**src/rtl/lut_sweep_eval.sv**
```systemverilog
// lut_sweep_eval: programmable N_IN-input Boolean function unit.
// A serially loaded truth table drives a registered evaluation output and a
// sweep engine that streams every minterm in index order.
// Optional feature macro: LUT_SWEEP_ONES_EN (true-minterm counter on o_ones_cnt).
// When the macro is undefined, o_ones_cnt is tied to zero.
module lut_sweep_eval #(
    parameter int N_IN = 4
) (
    input  logic            i_clk,
    input  logic            i_rst,
    input  logic            i_load_en,
    input  logic            i_load_bit,
    output logic            o_cfg_ok,
    input  logic [N_IN-1:0] i_sel,
    output logic            o_f,
    input  logic            i_sweep_start,
    output logic            o_sweep_busy,
    output logic            o_sweep_valid,
    output logic [N_IN-1:0] o_sweep_idx,
    output logic            o_sweep_out,
    output logic            o_sweep_done,
    output logic [N_IN:0]   o_ones_cnt
);

    localparam int DEPTH = 1 << N_IN;

    localparam logic [1:0] S_IDLE = 2'd0;
    localparam logic [1:0] S_RUN  = 2'd1;
    localparam logic [1:0] S_DONE = 2'd2;

    localparam logic [N_IN-1:0] IDX_ONE  = {{(N_IN-1){1'b0}}, 1'b1};
    localparam logic [N_IN-1:0] IDX_LAST = {N_IN{1'b1}};

    logic [DEPTH-1:0] r_tt;
    logic [N_IN-1:0]  r_lcnt;
    logic             r_cfg_ok;
    logic             r_f;
    logic [1:0]       r_state;
    logic [N_IN-1:0]  r_cnt;
    logic             r_busy;
    logic             r_valid;
    logic [N_IN-1:0]  r_idx;
    logic             r_out;
    logic             r_done;

    // Loads and starts are only honoured while the engine is idle, which
    // freezes the table for the whole sweep. A load wins over a start.
    logic w_idle;
    logic w_load_acc;
    logic w_start_acc;

    assign w_idle      = (r_state == S_IDLE);
    assign w_load_acc  = w_idle & i_load_en;
    assign w_start_acc = w_idle & i_sweep_start & ~i_load_en;

    // Truth-table shift register, load counter and frame-complete flag.
    always_ff @(posedge i_clk) begin
        if (i_rst) begin
            r_tt     <= {DEPTH{1'b0}};
            r_lcnt   <= {N_IN{1'b0}};
            r_cfg_ok <= 1'b0;
        end else if (w_load_acc) begin
            r_tt     <= {r_tt[DEPTH-2:0], i_load_bit};
            r_lcnt   <= r_lcnt + IDX_ONE;
            r_cfg_ok <= (r_lcnt == IDX_LAST);
        end else begin
            r_tt     <= r_tt;
            r_lcnt   <= r_lcnt;
            r_cfg_ok <= r_cfg_ok;
        end
    end

    // Registered evaluation; uses the table as it stood before this edge.
    always_ff @(posedge i_clk) begin
        if (i_rst) begin
            r_f <= 1'b0;
        end else begin
            r_f <= r_tt[i_sel];
        end
    end

    // Sweep engine: IDLE -> RUN (DEPTH minterms) -> DONE (one cycle) -> IDLE.
    // Busy stays high through the first IDLE cycle after DONE.
    always_ff @(posedge i_clk) begin
        if (i_rst) begin
            r_state <= S_IDLE;
            r_cnt   <= {N_IN{1'b0}};
            r_busy  <= 1'b0;
            r_valid <= 1'b0;
            r_idx   <= {N_IN{1'b0}};
            r_out   <= 1'b0;
            r_done  <= 1'b0;
        end else begin
            case (r_state)
                S_IDLE: begin
                    r_valid <= 1'b0;
                    r_done  <= 1'b0;
                    if (w_start_acc) begin
                        r_state <= S_RUN;
                        r_cnt   <= {N_IN{1'b0}};
                        r_busy  <= 1'b1;
                    end else begin
                        r_busy  <= 1'b0;
                    end
                end
                S_RUN: begin
                    r_valid <= 1'b1;
                    r_idx   <= r_cnt;
                    r_out   <= r_tt[r_cnt];
                    r_cnt   <= r_cnt + IDX_ONE;
                    if (r_cnt == IDX_LAST) begin
                        r_state <= S_DONE;
                    end else begin
                        r_state <= S_RUN;
                    end
                end
                S_DONE: begin
                    r_valid <= 1'b0;
                    r_done  <= 1'b1;
                    r_state <= S_IDLE;
                end
                default: begin
                    r_state <= S_IDLE;
                    r_busy  <= 1'b0;
                    r_valid <= 1'b0;
                    r_done  <= 1'b0;
                end
            endcase
        end
    end

`ifdef LUT_SWEEP_ONES_EN
    localparam logic [N_IN:0] CNT_ONE = {{N_IN{1'b0}}, 1'b1};

    logic [N_IN:0] r_ones;

    // Count true minterms as they are reported; cleared by an accepted start.
    always_ff @(posedge i_clk) begin
        if (i_rst) begin
            r_ones <= {(N_IN+1){1'b0}};
        end else if (w_start_acc) begin
            r_ones <= {(N_IN+1){1'b0}};
        end else if (r_valid && r_out) begin
            r_ones <= r_ones + CNT_ONE;
        end else begin
            r_ones <= r_ones;
        end
    end

    assign o_ones_cnt = r_ones;
`else
    assign o_ones_cnt = {(N_IN+1){1'b0}};
`endif

    assign o_cfg_ok      = r_cfg_ok;
    assign o_f           = r_f;
    assign o_sweep_busy  = r_busy;
    assign o_sweep_valid = r_valid;
    assign o_sweep_idx   = r_idx;
    assign o_sweep_out   = r_out;
    assign o_sweep_done  = r_done;

endmodule

```
**config.mk**
```make
export PLATFORM = sky130hd
export DESIGN_NAME = lut_sweep_eval
export DESIGN_NICKNAME = d
export VERILOG_FILES = /design/src/rtl/lut_sweep_eval.sv
export SDC_FILE = /design/constraint.sdc
export NUM_CORES = 1
export LEC_CHECK = 0
export CORE_UTILIZATION = 40
export CTS_BUF_LIST = sky130_fd_sc_hd__clkbuf_16
export DETAILED_ROUTE_END_ITERATION = 6
export PLACE_DENSITY = 0.68
export SYNTH_ARGS = -nofsm -noshare
export SYNTH_HDL_FRONTEND = slang
export SYNTH_SLANG_ARGS = --single-unit
```
**constraint.sdc**
```tcl
create_clock -name i_clk -period 2.2 [get_ports i_clk]
set_input_delay 0.22 -clock i_clk [delete_from_list [all_inputs] [get_ports i_clk]]
set_output_delay 0.22 -clock i_clk [all_outputs]
set_load 0.01 [all_outputs]
```
==> results of run 1 <==
## through the flow
step | hold slack (ns) | cells | total power [mW] | cell area [um^2]
floorplan | 0.356 | 191 | 0.819 | 1720
global placement | 0.453 | 245 | 0.869 | 1900
detailed placement | 0.453 | 245 | 0.870 | 1900
CTS | 0.468 | 253 | 1.67 | 2070
global route | 0.503 | 253 | 1.72 | 2070
finish | 0.470 | 253 | 1.65 | 2070
## report_power, final
part,switching (mW),internal (mW)
combinational,0.0970,0.0739
clock,0.268,0.532
sequential,0.0140,0.670
total,0.379,1.28
## layer usage
metal | part of all wire | vias up | global-route usage
met5 | 0 | - | 0
li1 | - | 666 | -
met1 | 0.51 | 582 | 0.232
met4 | 0.023 | 0 | 0.0878
met3 | 0.030 | 5 | 0.0405
met2 | 0.43 | 26 | 0.223
## flip-flops by register name (all words and copies together) (netlist names)
register	count
r_cnt	4
r_state	2
r_tt	16
o_cfg_ok	1
o_sweep_out	1
o_sweep_idx	4
o_sweep_done	1
r_lcnt	4
o_sweep_busy	1
o_sweep_valid	1
o_f	1
## layout make-up
type                            count  area (um^2)
Multi-Input combinational cell    134          893
Sequential cell                    36          721
Inverter                            3         11.3
Tap cell                           50         62.6
Fill cell                         385         1960
Clock buffer                        5          125
Clock inverter                      3         42.5
Timing Repair Buffer               22          210
## worst max-delay path by stage
stage                    start         to  slack, ns  cells past startpoint
finish                i_sel[0]        o_f       0.36                      4
global route          i_sel[0]        o_f       0.30                      4
floorplan           r_state[0]  r_lcnt[1]       0.70                      7
CTS                   i_sel[0]        o_f       0.36                      4
detailed placement    i_sel[0]        o_f       0.07                      4
global placement      i_sel[0]        o_f       0.15                      4
## worst max-delay path, delay by kind of cell
family	cells	cell delay, ns
muxes	2	1.07
buffers and inverters	1	0.58
and+or+nand+nor	1	0.13
## cell families after synthesis
group / after synthesis / share of synthesized area
AO/OA/AOI/OAI: 33 / 0.110
XOR/XNOR: 3 / 0.0155
adder cells (fa/ha/maj): 5 / 0.0368
buffers and inverters: 21 / 0.0596
flip-flops: 36 / 0.424
multiplexers: 17 / 0.169
other: 1 / 0.00221
AND/OR/NAND/NOR: 71 / 0.183
## placed cells by master, fill, tap and decap left out, types with 2 or more instances in the layout
master                            instances
sky130_fd_sc_hd__nand2b_1                 2
sky130_fd_sc_hd__mux4_1                   4
sky130_fd_sc_hd__nand2_1                 40
sky130_fd_sc_hd__clkbuf_16                5
sky130_fd_sc_hd__clkdlybuf4s50_1         18
sky130_fd_sc_hd__a211oi_1                 2
sky130_fd_sc_hd__o21ai_0                  2
sky130_fd_sc_hd__inv_1                    3
sky130_fd_sc_hd__nand3_1                  3
sky130_fd_sc_hd__conb_1                   5
sky130_fd_sc_hd__buf_4                    4
sky130_fd_sc_hd__xor2_1                   2
sky130_fd_sc_hd__nand4_1                  2
sky130_fd_sc_hd__ha_1                     5
sky130_fd_sc_hd__nor3_1                   2
sky130_fd_sc_hd__nor2_1                  15
sky130_fd_sc_hd__a21oi_1                 25
sky130_fd_sc_hd__dfxtp_1                 36
sky130_fd_sc_hd__mux2i_1                  8
sky130_fd_sc_hd__and2_1                   2
sky130_fd_sc_hd__nand3b_1                 2
sky130_fd_sc_hd__mux4_2                   4
==> results.md, run 1 <==
| Item | This run | Unit |
|:---|:---|:---|
| Data arrival time at the worst-slack endpoint | 2.00 | ns |
| Clk slew on worst S/H paths | 0.06 | ns |
| Core occupancy in the finished layout | 0.513 | - |
| Number of buffers inserted by hold repair at cts | 0 | - |
| Yosys cell types | 32 | - |
| Number of input and output port buffers inserted | 18 | - |
| Via count | 1279 | - |
| Grt ovf | 0 | - |
| Leading cell type by number of instances after synthesis | sky130_fd_sc_hd__nand2_1 | - |
| Cts bufs inserted | 5 | - |
| CTS resizes | 0 | - |
| Number of antenna violations at the first check in global routing | 0 | - |
| Worst Clk Skew | 0.00347 | ns |
| Number of antenna repair diodes | 0 | - |
| Buffer levels on the longest clock path | 2 | - |
| Required time at the endpoint of the critical path | 2.36 | ns |
| Commonest cells in the netlist | 40 x sky130_fd_sc_hd__nand2_1, 36 x sky130_fd_sc_hd__dfxtp_1, 25 x sky130_fd_sc_hd__a21oi_1 | - |
| Die Height | 67.2 | um |
| Number of enable flip-flop cells after synthesis | 0 | - |
| Dominant register cell in the synthesized netlist | sky130_fd_sc_hd__dfxtp_1 | - |
| Total wire length after detailed routing | 3.22 | mm |
| Netlist Area Pre-Place | 0.00170 | mm^2 |
| Width of the chip | 67.2 | um |
| IR drop worst, VDD | 0.469 | mV |
| Share of layout cells above drive strength 1 | 0.0887 | - |
| Biggest area contributors in the synthesized netlist | sky130_fd_sc_hd__dfxtp_1 42%, sky130_fd_sc_hd__nand2_1 8.8%, sky130_fd_sc_hd__a21oi_1 7.4%, sky130_fd_sc_hd__mux4_1 6.2%, sky130_fd_sc_hd__mux4_2 5.3% | - |
| Clock period minus final worst setup slack | 1.84 | ns |
| Async set-or-reset flop fraction in the synthesized netlist | 0 | - |
| Yosys top cell by area | sky130_fd_sc_hd__dfxtp_1 | - |
| Crit Path Max Fanout | 4 | - |
| Final max-slew violation count | 0 | - |
| Portion of the clock cycle consumed by the worst path in the final layout | 0.837 | - |
| Critical Path Source Type | primary input | - |
| FF+latch count, synth | 36 | - |
| Max-Slew Margin vs Limit | 0.585 | - |
| Hold Path Depth | 2 | - |
| Detailed-route DRC error count | 0 | - |
| Synth warnings | 0 | - |
| CTS tree | built | - |
| Delay of the slowest cell on the worst path | 0.59 | ns |
| Core area | 0.00403 | mm^2 |
| Root Buffer Master | sky130_fd_sc_hd__clkbuf_16 | - |
| Via count of the first global-routing pass | 1125 | - |
| Register area share after synthesis | 0.424 | - |
| Total I/O pin count | 24 | - |
| Insertion delay of the later-clocked pin in the worst-skew pair | 0.28 | ns |
| Setup bufs post-CTS | 0 | - |
| Via-per-instance ratio | 5.06 | - |
| Reg2Reg Depth | 4 | - |
| Final-stage net count | 216 | - |
| Number of DRC markers after the initial detailed-route iteration | 70 | - |
| HPWL Detailed | 2.13 | mm |
| Clock sink count | 36 | - |
| Final worst setup slack | 0.359 | ns |
| Gpl congestion | 0.819 | - |
| Final-layout setup total negative slack | 0 | ns |
| Pre-CTS worst setup slack | 0.0696 | ns |
| All-Layer GR Usage | 0.163 | - |
| Type of the worst setup path | in2reg | - |
| Synthesized netlist cell count | 187 | - |
| P_leak | 0.739 | nW |
| Fraction of post-synthesis cell area in the top cell type by area | 0.424 | - |
| Global-route wire length before repair | 5.39 | mm |
| Hold Crit Class | reg2reg | - |
| Number of violations of the max-capacitance limit | 0 | - |
| Number of setup violations in the final report | 0 | - |
| Row count | 23 | - |
| Length of the first detailed-routing pass in iterations | 4 | - |
| Largest net degree at the start of global routing | 37 | - |
| Setup slack on the worst flop-to-flop path | 0.53 | ns |
| Start of the worst register-to-register path | r_cnt[1] | - |
| Average wire per standard cell | 12.7 | um |
| WHS Endpoint | o_cfg_ok | - |
| Number of nets with antenna violations after routing | 0 | - |
| Crit-path slowest cell | sky130_fd_sc_hd__mux4_1 | - |
| Outcome | finished clean | - |
| Average size of a mapped cell | 9.09 | um^2 |
| Sort of element at the end of the critical path | flip-flop | - |
| Highest Clock Rate | 543 | MHz |
| Power density cells | 801 | mW/mm^2 |
| HP Start | o_cfg_ok | - |
| # H-tree levels | 2 | - |
| Final hold violation count | 0 | - |
| Ordered list of cells on the worst path | clkdlybuf4s50_1, mux4_1, mux4_2, nor2b_4 | - |
| Starting utilization of the core area | 0.422 | - |
| RSZ-0062 raised after global routing | false | - |
| Area enclosed by the die boundary | 0.00452 | mm^2 |
| Transition time at the pin with the least slew margin | 0.621 | ns |
| Critical register-to-register path endpoint | o_sweep_out | - |
| Layout overhead on the synthesized area | 21.5 | % |
Power figures use the tool's default switching activity.
==> run 2: changes to the inputs <==
clock period = 1.9 ns   (was 2.2 ns; I/O delays follow)
==> run 2 against run 1 <==
Cell count is 1.6% higher. Die area stayed put. Largest power group unchanged. Non-clock buffer count is 4 higher. Critical path type unchanged. Flip-flop and latch count stayed put. Register-to-register slack worse by 0.24 ns.
==> results.md, run 2 (synthesized netlist as in run 1, its figures left out) <==
| Item | This run | Unit | Delta |
|:---|:---|:---|:---|
| Outcome | finished clean | - |  |
| WHS Endpoint | r_tt[0] | - |  |
| Clock share of power | 0.481 | - | -0.002 |
| Power Internal | 1.48 | mW | +16% |
| Hold Path Depth | 3 | - | +1 |
| All-Layer GR Usage | 0.163 | - | +0.000532 |
| Number of antenna repair diodes | 0 | - | unchanged |
| Die Height | 67.2 | um | unchanged |
| Critical Path Source Type | primary input | - |  |
| Most frequent cells in the layout | 40 x sky130_fd_sc_hd__nand2_1, 36 x sky130_fd_sc_hd__dfxtp_1, 25 x sky130_fd_sc_hd__a21oi_1 | - |  |
| Via-per-instance ratio | 5.10 | - | +0.83% |
| Number of DRC markers after the initial detailed-route iteration | 108 | - | +54% |
| Number of fill cells | 355 | - | -7.8% |
| CTS resizes | 0 | - | unchanged |
| Top reg by flops | r_tt | - |  |
| Critical register-to-register path endpoint | r_tt[14] | - |  |
| Crit Path Max Fanout | 4 | - | unchanged |
| Delay of the slowest cell on the worst path | 0.57 | ns | -0.02 ns |
| Sort of element at the end of the critical path | flip-flop | - |  |
| RSZ-0062 raised after global routing | false | - |  |
| Reg2Reg Depth | 6 | - | +2 |
| Portion of the clock cycle consumed by the worst path in the final layout | 0.925 | - |  |
| Total I/O pin count | 24 | - | unchanged |
| Instance area after placement | 0.00193 | mm^2 | +1.6% |
| # H-tree levels | 2 | - | unchanged |
| Number of antenna violations at the first check in global routing | 0 | - | unchanged |
| Fin area | 0.00210 | mm^2 | +1.5% |
| Total wire length after detailed routing | 3.28 | mm | +2.0% |
| Setup bufs post-CTS | 0 | - | unchanged |
| Data arrival time at the worst-slack endpoint | 1.92 | ns | -0.08 ns |
| IR drop worst, VDD | 0.545 | mV | +16% |
| Gpl congestion | 0.777 | - | -5.2% |
| Length of the first detailed-routing pass in iterations | 4 | - | unchanged |
| Share of total power in combinational logic | 0.106 | - | +0.003 |
| Type of the worst setup path | in2reg | - |  |
| Worst Clk Skew | 0.00374 | ns | +0.000268 ns |
| Number of violations of the max-capacitance limit | 0 | - | unchanged |
| Clock period minus final worst setup slack | 1.76 | ns |  |
| Area enclosed by the die boundary | 0.00452 | mm^2 | unchanged |
| Start of the worst register-to-register path | r_state[0] | - |  |
| Final hold violation count | 0 | - | unchanged |
| Cts bufs inserted | 5 | - | unchanged |
| Average wire per standard cell | 12.8 | um | +0.43% |
| Number of placed cells counting well taps | 249 | - | +1.6% |
| Clk slew on worst S/H paths | 0.06 | ns | about the same |
| Final max-slew violation count | 0 | - | unchanged |
| Net switching share of the total power | 0.228 | - | -0.00115 |
| Width of the chip | 67.2 | um | unchanged |
| Reg area | 721 | um^2 | unchanged |
| Buffer levels on the longest clock path | 2 | - | unchanged |
| Highest Clock Rate | 569 | MHz |  |
| Area occupied by multi-input gates | 893 | um^2 | unchanged |
| HP Start | i_load_bit | - |  |
| Insertion delay of the later-clocked pin in the worst-skew pair | 0.28 | ns | about the same |
| CTS tree | built | - |  |
| Grt ovf | 0 | - | unchanged |
| HPWL Detailed | 2.24 | mm | +5.3% |
| Core area | 0.00403 | mm^2 | unchanged |
| P_leak | 0.760 | nW | +2.8% |
| Setup slack on the worst flop-to-flop path | 0.29 | ns | -0.24 ns |
| Largest register FFs | 16 | - | unchanged |
| Crit-path slowest cell | sky130_fd_sc_hd__mux4_1 | - |  |
| P_sw | 437 | uW | +15% |
| Most common cell after layout, fill and taps aside | sky130_fd_sc_hd__nand2_1 | - |  |
| Share of layout cells above drive strength 1 | 0.106 | - | +0.0176 |
| Via count of the first global-routing pass | 1149 | - | +2.1% |
| Via count | 1310 | - | +2.4% |
| Row count | 23 | - | unchanged |
| Hold Crit Class | in2reg | - |  |
| Root Buffer Master | sky130_fd_sc_hd__clkbuf_16 | - |  |
| Power density cells | 916 | mW/mm^2 | +14% |
| Required time at the endpoint of the critical path | 2.06 | ns | -0.30 ns |
| Top delay family on crit path | multiplexers | - |  |
| Sequential share of power | 0.412 | - | -0.002 |
| Global-route wire length before repair | 5.31 | mm | -1.4% |
| Launching element of the worst setup path | i_sel[0] | - |  |
| Ordered list of cells on the worst path | clkdlybuf4s50_1, mux4_1, mux4_2, nor2b_4 | - |  |
| Detailed-route DRC error count | 0 | - | unchanged |
| Starting utilization of the core area | 0.422 | - | unchanged |
| Post-route non-filler standard cell count | 257 | - | +1.6% |
| Layout overhead on the synthesized area | 23.3 | % |  |
| Final-stage net count | 220 | - | +1.9% |
| Number of setup violations in the final report | 0 | - | unchanged |
| Number of nets with antenna violations after routing | 0 | - | unchanged |
| Largest net degree at the start of global routing | 37 | - | unchanged |
| Clock sink count | 36 | - | unchanged |
| Number of input and output port buffers inserted | 18 | - | unchanged |
| Total buffers and inverters traversed by the critical path | 1 | - | unchanged |
| Number of buffers inserted by hold repair at cts | 0 | - | unchanged |
-- run 2: cell count changes in the layout (fill, tap and decap cells not counted) --
cell	before	now
sky130_fd_sc_hd__buf_4	4	8
-- run 2: metal layers --
layer	track usage	routed length, um	up-vias
met2	0.230	1420	35
met4	0.112	104	0
li1	-	-	675
met3	0.0389	137	10
met1	0.219	1620	590
met5	0	0	-
-- run 2: tightest hold or removal path: cells and delay by family --
kind | cells | cell delay, ns
and+or+nand+nor | 1 | 0.06
buffers and inverters | 1 | 0.40
AOI/OAI and AO/OA | 1 | 0.05
-- run 2: power by group through the flow --
stage          Clock [mW]  Sequential (mW)  Combinational (mW)
6_report            0.924            0.792               0.204
5_1_grt             0.979            0.794               0.223
4_1_cts             0.940            0.791               0.205
3_5_place_dp            0            0.808               0.205
3_3_place_gp            0            0.807               0.203
2_1_floorplan           0            0.807               0.142
-- run 2: cell type report --
| type | count | area share |
|---|---|---|
| clock buffers | 5 | 0.0597 |
| clock inverters | 3 | 0.0203 |
| inverters | 3 | 0.00537 |
| multi-input cells | 134 | 0.426 |
| flip-flops and latches | 36 | 0.344 |
| well taps | 50 | 0.0299 |
| repair buffers | 26 | 0.115 |
-- run 2: worst max-delay path by stage --
stage	endpoint	slack, ns	cells after the start
6_report	o_f	0.14	4
5_1_grt	o_f	0.11	4
4_1_cts	o_f	0.13	4
3_5_place_dp	o_f	-0.16	4
3_3_place_gp	o_f	-0.12	4
2_1_floorplan	r_lcnt[1]	0.40	7
-- run 2: per-stage QoR --
step / setup TNS [ns] / setup slack [ns] / power, mW / hold slack [ns] / util
finish: 0 / 0.142 / 1.92 / 0.463 / 0.520
global route: 0 / 0.112 / 2.00 / 0.479 / 0.520
CTS: 0 / 0.133 / 1.94 / 0.456 / 0.520
detailed placement: -0.161 / -0.161 / 1.01 / 0.451 / 0.479
global placement: -0.123 / -0.123 / 1.01 / 0.449 / 0.479
floorplan: 0 / 0.402 / 0.949 / 0.326 / -
==> run 3: changes to the inputs <==
CTS_BUF_LIST = sky130_fd_sc_hd__clkbuf_2 sky130_fd_sc_hd__clkbuf_4 sky130_fd_sc_hd__clkbuf_8   (was sky130_fd_sc_hd__clkbuf_16)
==> run 3 against run 2 <==
Sequential share of layout area rose by 0.95 points. Core utilization shrank 1.4 points. Cell count is the same. Critical path type unchanged. Power decreased by 13%. Clock skew increased by 0.00090 ns.
==> results.md, run 3 (synthesized netlist as in run 1, its figures left out) <==
| Item | This run | Unit | Delta |
|:---|:---|:---|:---|
| Share of total power in combinational logic | 0.122 | - | +0.016 |
| P_leak | 0.734 | nW | -3.4% |
| Total I/O pin count | 24 | - | unchanged |
| Area enclosed by the die boundary | 0.00452 | mm^2 | unchanged |
| Data arrival time at the worst-slack endpoint | 1.92 | ns | about the same |
| Post-route non-filler standard cell count | 257 | - | unchanged |
| Gpl congestion | 0.777 | - | unchanged |
| Fin area | 0.00204 | mm^2 | -2.7% |
| Met3 routed WL | 202 | um | +47% |
| Detailed-route DRC error count | 0 | - | unchanged |
| Average wire per standard cell | 12.8 | um | about the same |
| Width of the chip | 67.2 | um | unchanged |
| Final hold violation count | 0 | - | unchanged |
| Number of nets with antenna violations after routing | 0 | - | unchanged |
| Number of buffers inserted by hold repair at cts | 0 | - | unchanged |
| Routed length on met2 | 1.44 | mm | +1.4% |
| Clock share of power | 0.403 | - | -0.078 |
| Crit Path Max Fanout | 4 | - | unchanged |
| Total buffers and inverters traversed by the critical path | 1 | - | unchanged |
| Highest routed layer | met4 | - |  |
| Most common cell after layout, fill and taps aside | sky130_fd_sc_hd__nand2_1 | - |  |
| Via count | 1322 | - | +0.92% |
| Power Internal | 1.25 | mW | -15% |
| Clock sink count | 36 | - | unchanged |
| IR drop worst, VDD | 0.481 | mV | -12% |
| Final-stage net count | 220 | - | unchanged |
| Power density cells | 815 | mW/mm^2 | -11% |
| Outcome | finished clean | - |  |
| Number of violations of the max-capacitance limit | 0 | - | unchanged |
| Ordered list of cells on the worst path | clkdlybuf4s50_1, mux4_1, mux4_2, nor2b_4 | - |  |
| Core area | 0.00403 | mm^2 | unchanged |
| Most frequent cells in the layout | 40 x sky130_fd_sc_hd__nand2_1, 36 x sky130_fd_sc_hd__dfxtp_1, 25 x sky130_fd_sc_hd__a21oi_1 | - |  |
| Hold Crit Class | in2reg | - |  |
| Via count of the first global-routing pass | 1137 | - | -1.0% |
| Share of layout cells above drive strength 1 | 0.106 | - | unchanged |
| Instance area after placement | 0.00193 | mm^2 | unchanged |
| Grt ovf | 0 | - | unchanged |
| Largest register FFs | 16 | - | unchanged |
| Clock period minus final worst setup slack | 1.74 | ns | -0.0159 ns |
| Final-layout setup total negative slack | 0 | ns | unchanged |
| Portion of the clock cycle consumed by the worst path in the final layout | 0.917 | - | -0.00838 |
| Sequential share of power | 0.475 | - | +0.063 |
| # H-tree levels | 2 | - | unchanged |
| Total wire length after detailed routing | 3.29 | mm | about the same |
| Layout overhead on the synthesized area | 19.9 | % |  |
| Number of setup violations in the final report | 0 | - | unchanged |
| Via-per-instance ratio | 5.14 | - | +0.92% |
| Required time at the endpoint of the critical path | 2.08 | ns | +0.02 ns |
| Crit-path slowest cell | sky130_fd_sc_hd__mux4_1 | - |  |
| Buffer levels on the longest clock path | 2 | - | unchanged |
| CTS tree | built | - |  |
| Cts bufs inserted | 5 | - | unchanged |
| Final max-slew violation count | 0 | - | unchanged |
| HPWL Detailed | 2.24 | mm | unchanged |
| Setup bufs post-CTS | 0 | - | unchanged |
| Delay of the slowest cell on the worst path | 0.57 | ns | about the same |
| Critical Path Source Type | primary input | - |  |
| Largest net degree at the start of global routing | 37 | - | unchanged |
| Starting utilization of the core area | 0.422 | - | unchanged |
| Number of antenna violations at the first check in global routing | 0 | - | unchanged |
| Worst hold margin | 0.450 | ns | -0.0135 ns |
| Number of input and output port buffers inserted | 18 | - | unchanged |
| Clk slew on worst S/H paths | 0.07 | ns | about the same |
| Global-route wire length before repair | 5.33 | mm | +0.24% |
| Routed metal-1 wirelength | 1.55 | mm | -4.4% |
| Net switching share of the total power | 0.246 | - | +0.0182 |
| Root Buffer Master | sky130_fd_sc_hd__clkbuf_8 | - |  |
| All-Layer GR Usage | 0.163 | - | -0.000358 |
| Type of the worst setup path | in2reg | - |  |
| Length of the first detailed-routing pass in iterations | 4 | - | unchanged |
| Insertion delay of the later-clocked pin in the worst-skew pair | 0.29 | ns | about the same |
| Die Height | 67.2 | um | unchanged |
| Sort of element at the end of the critical path | flip-flop | - |  |
| Number of placed cells counting well taps | 249 | - | unchanged |
| P_sw | 409 | uW | -6.4% |
| Top reg by flops | r_tt | - |  |
| Highest Clock Rate | 574 | MHz | +0.91% |
| Row count | 23 | - | unchanged |
| Top delay family on crit path | multiplexers | - |  |
| Number of DRC markers after the initial detailed-route iteration | 87 | - | -19% |
| CTS resizes | 0 | - | unchanged |
| RSZ-0062 raised after global routing | false | - |  |
| Core occupancy in the finished layout | 0.506 | - | -0.0140 |
| Number of antenna repair diodes | 0 | - | unchanged |
| Worst Clk Skew | 0.00464 | ns | +0.000903 ns |
## run 3: cell counts in the layout (fill, tap and decap cells not counted)
Identical to the previous run, type by type.
## run 3: power groups by stage
stage	registers (mW)	clock network, mW	logic [mW]
floorplan	0.807	0	0.142
global placement	0.807	0	0.203
detailed placement	0.808	0	0.205
CTS	0.790	0.687	0.205
global route	0.793	0.729	0.223
finish	0.790	0.669	0.203
## run 3: worst min-delay path, delay by kind of cell
family	cells	cell delay, ns
buf+inv	1	0.40
simple gates	1	0.06
compound gates	1	0.05
## run 3: routing by layer
layer  vias up  GRT usage
met1       596      0.228
met4         0     0.0878
li1        670          -
met2        48      0.223
met3         8     0.0490
met5         -          0
## run 3: stage by stage
step | worst slack, ns | total power, mW
after floorplan | 0.402 | 0.949
after global placement | -0.123 | 1.01
after detailed placement | -0.161 | 1.01
after CTS | 0.152 | 1.68
after global routing | 0.123 | 1.74
final | 0.158 | 1.66
## run 3: path summary, 6_finish.rpt
kind,to,cells past startpoint,from,slack [ns]
worst max-delay path,o_f,4,i_sel[0],0.16
worst min-delay path,r_tt[0],3,i_load_bit,0.45
worst max register to register,r_tt[14],6,r_state[1],0.29
worst min register to register,o_cfg_ok,2,o_cfg_ok,0.47
## run 3: area by class of cell
| class | count | area, um^2 |
|---|---|---|
| Clock buffer | 5 | 68.8 |
| Tap cell | 50 | 62.6 |
| Sequential cell | 36 | 721 |
| Fill cell | 364 | 1990 |
| Inverter | 3 | 11.3 |
| Multi-Input combinational cell | 134 | 893 |
| Timing Repair Buffer | 26 | 240 |
| Clock inverter | 3 | 42.5 |
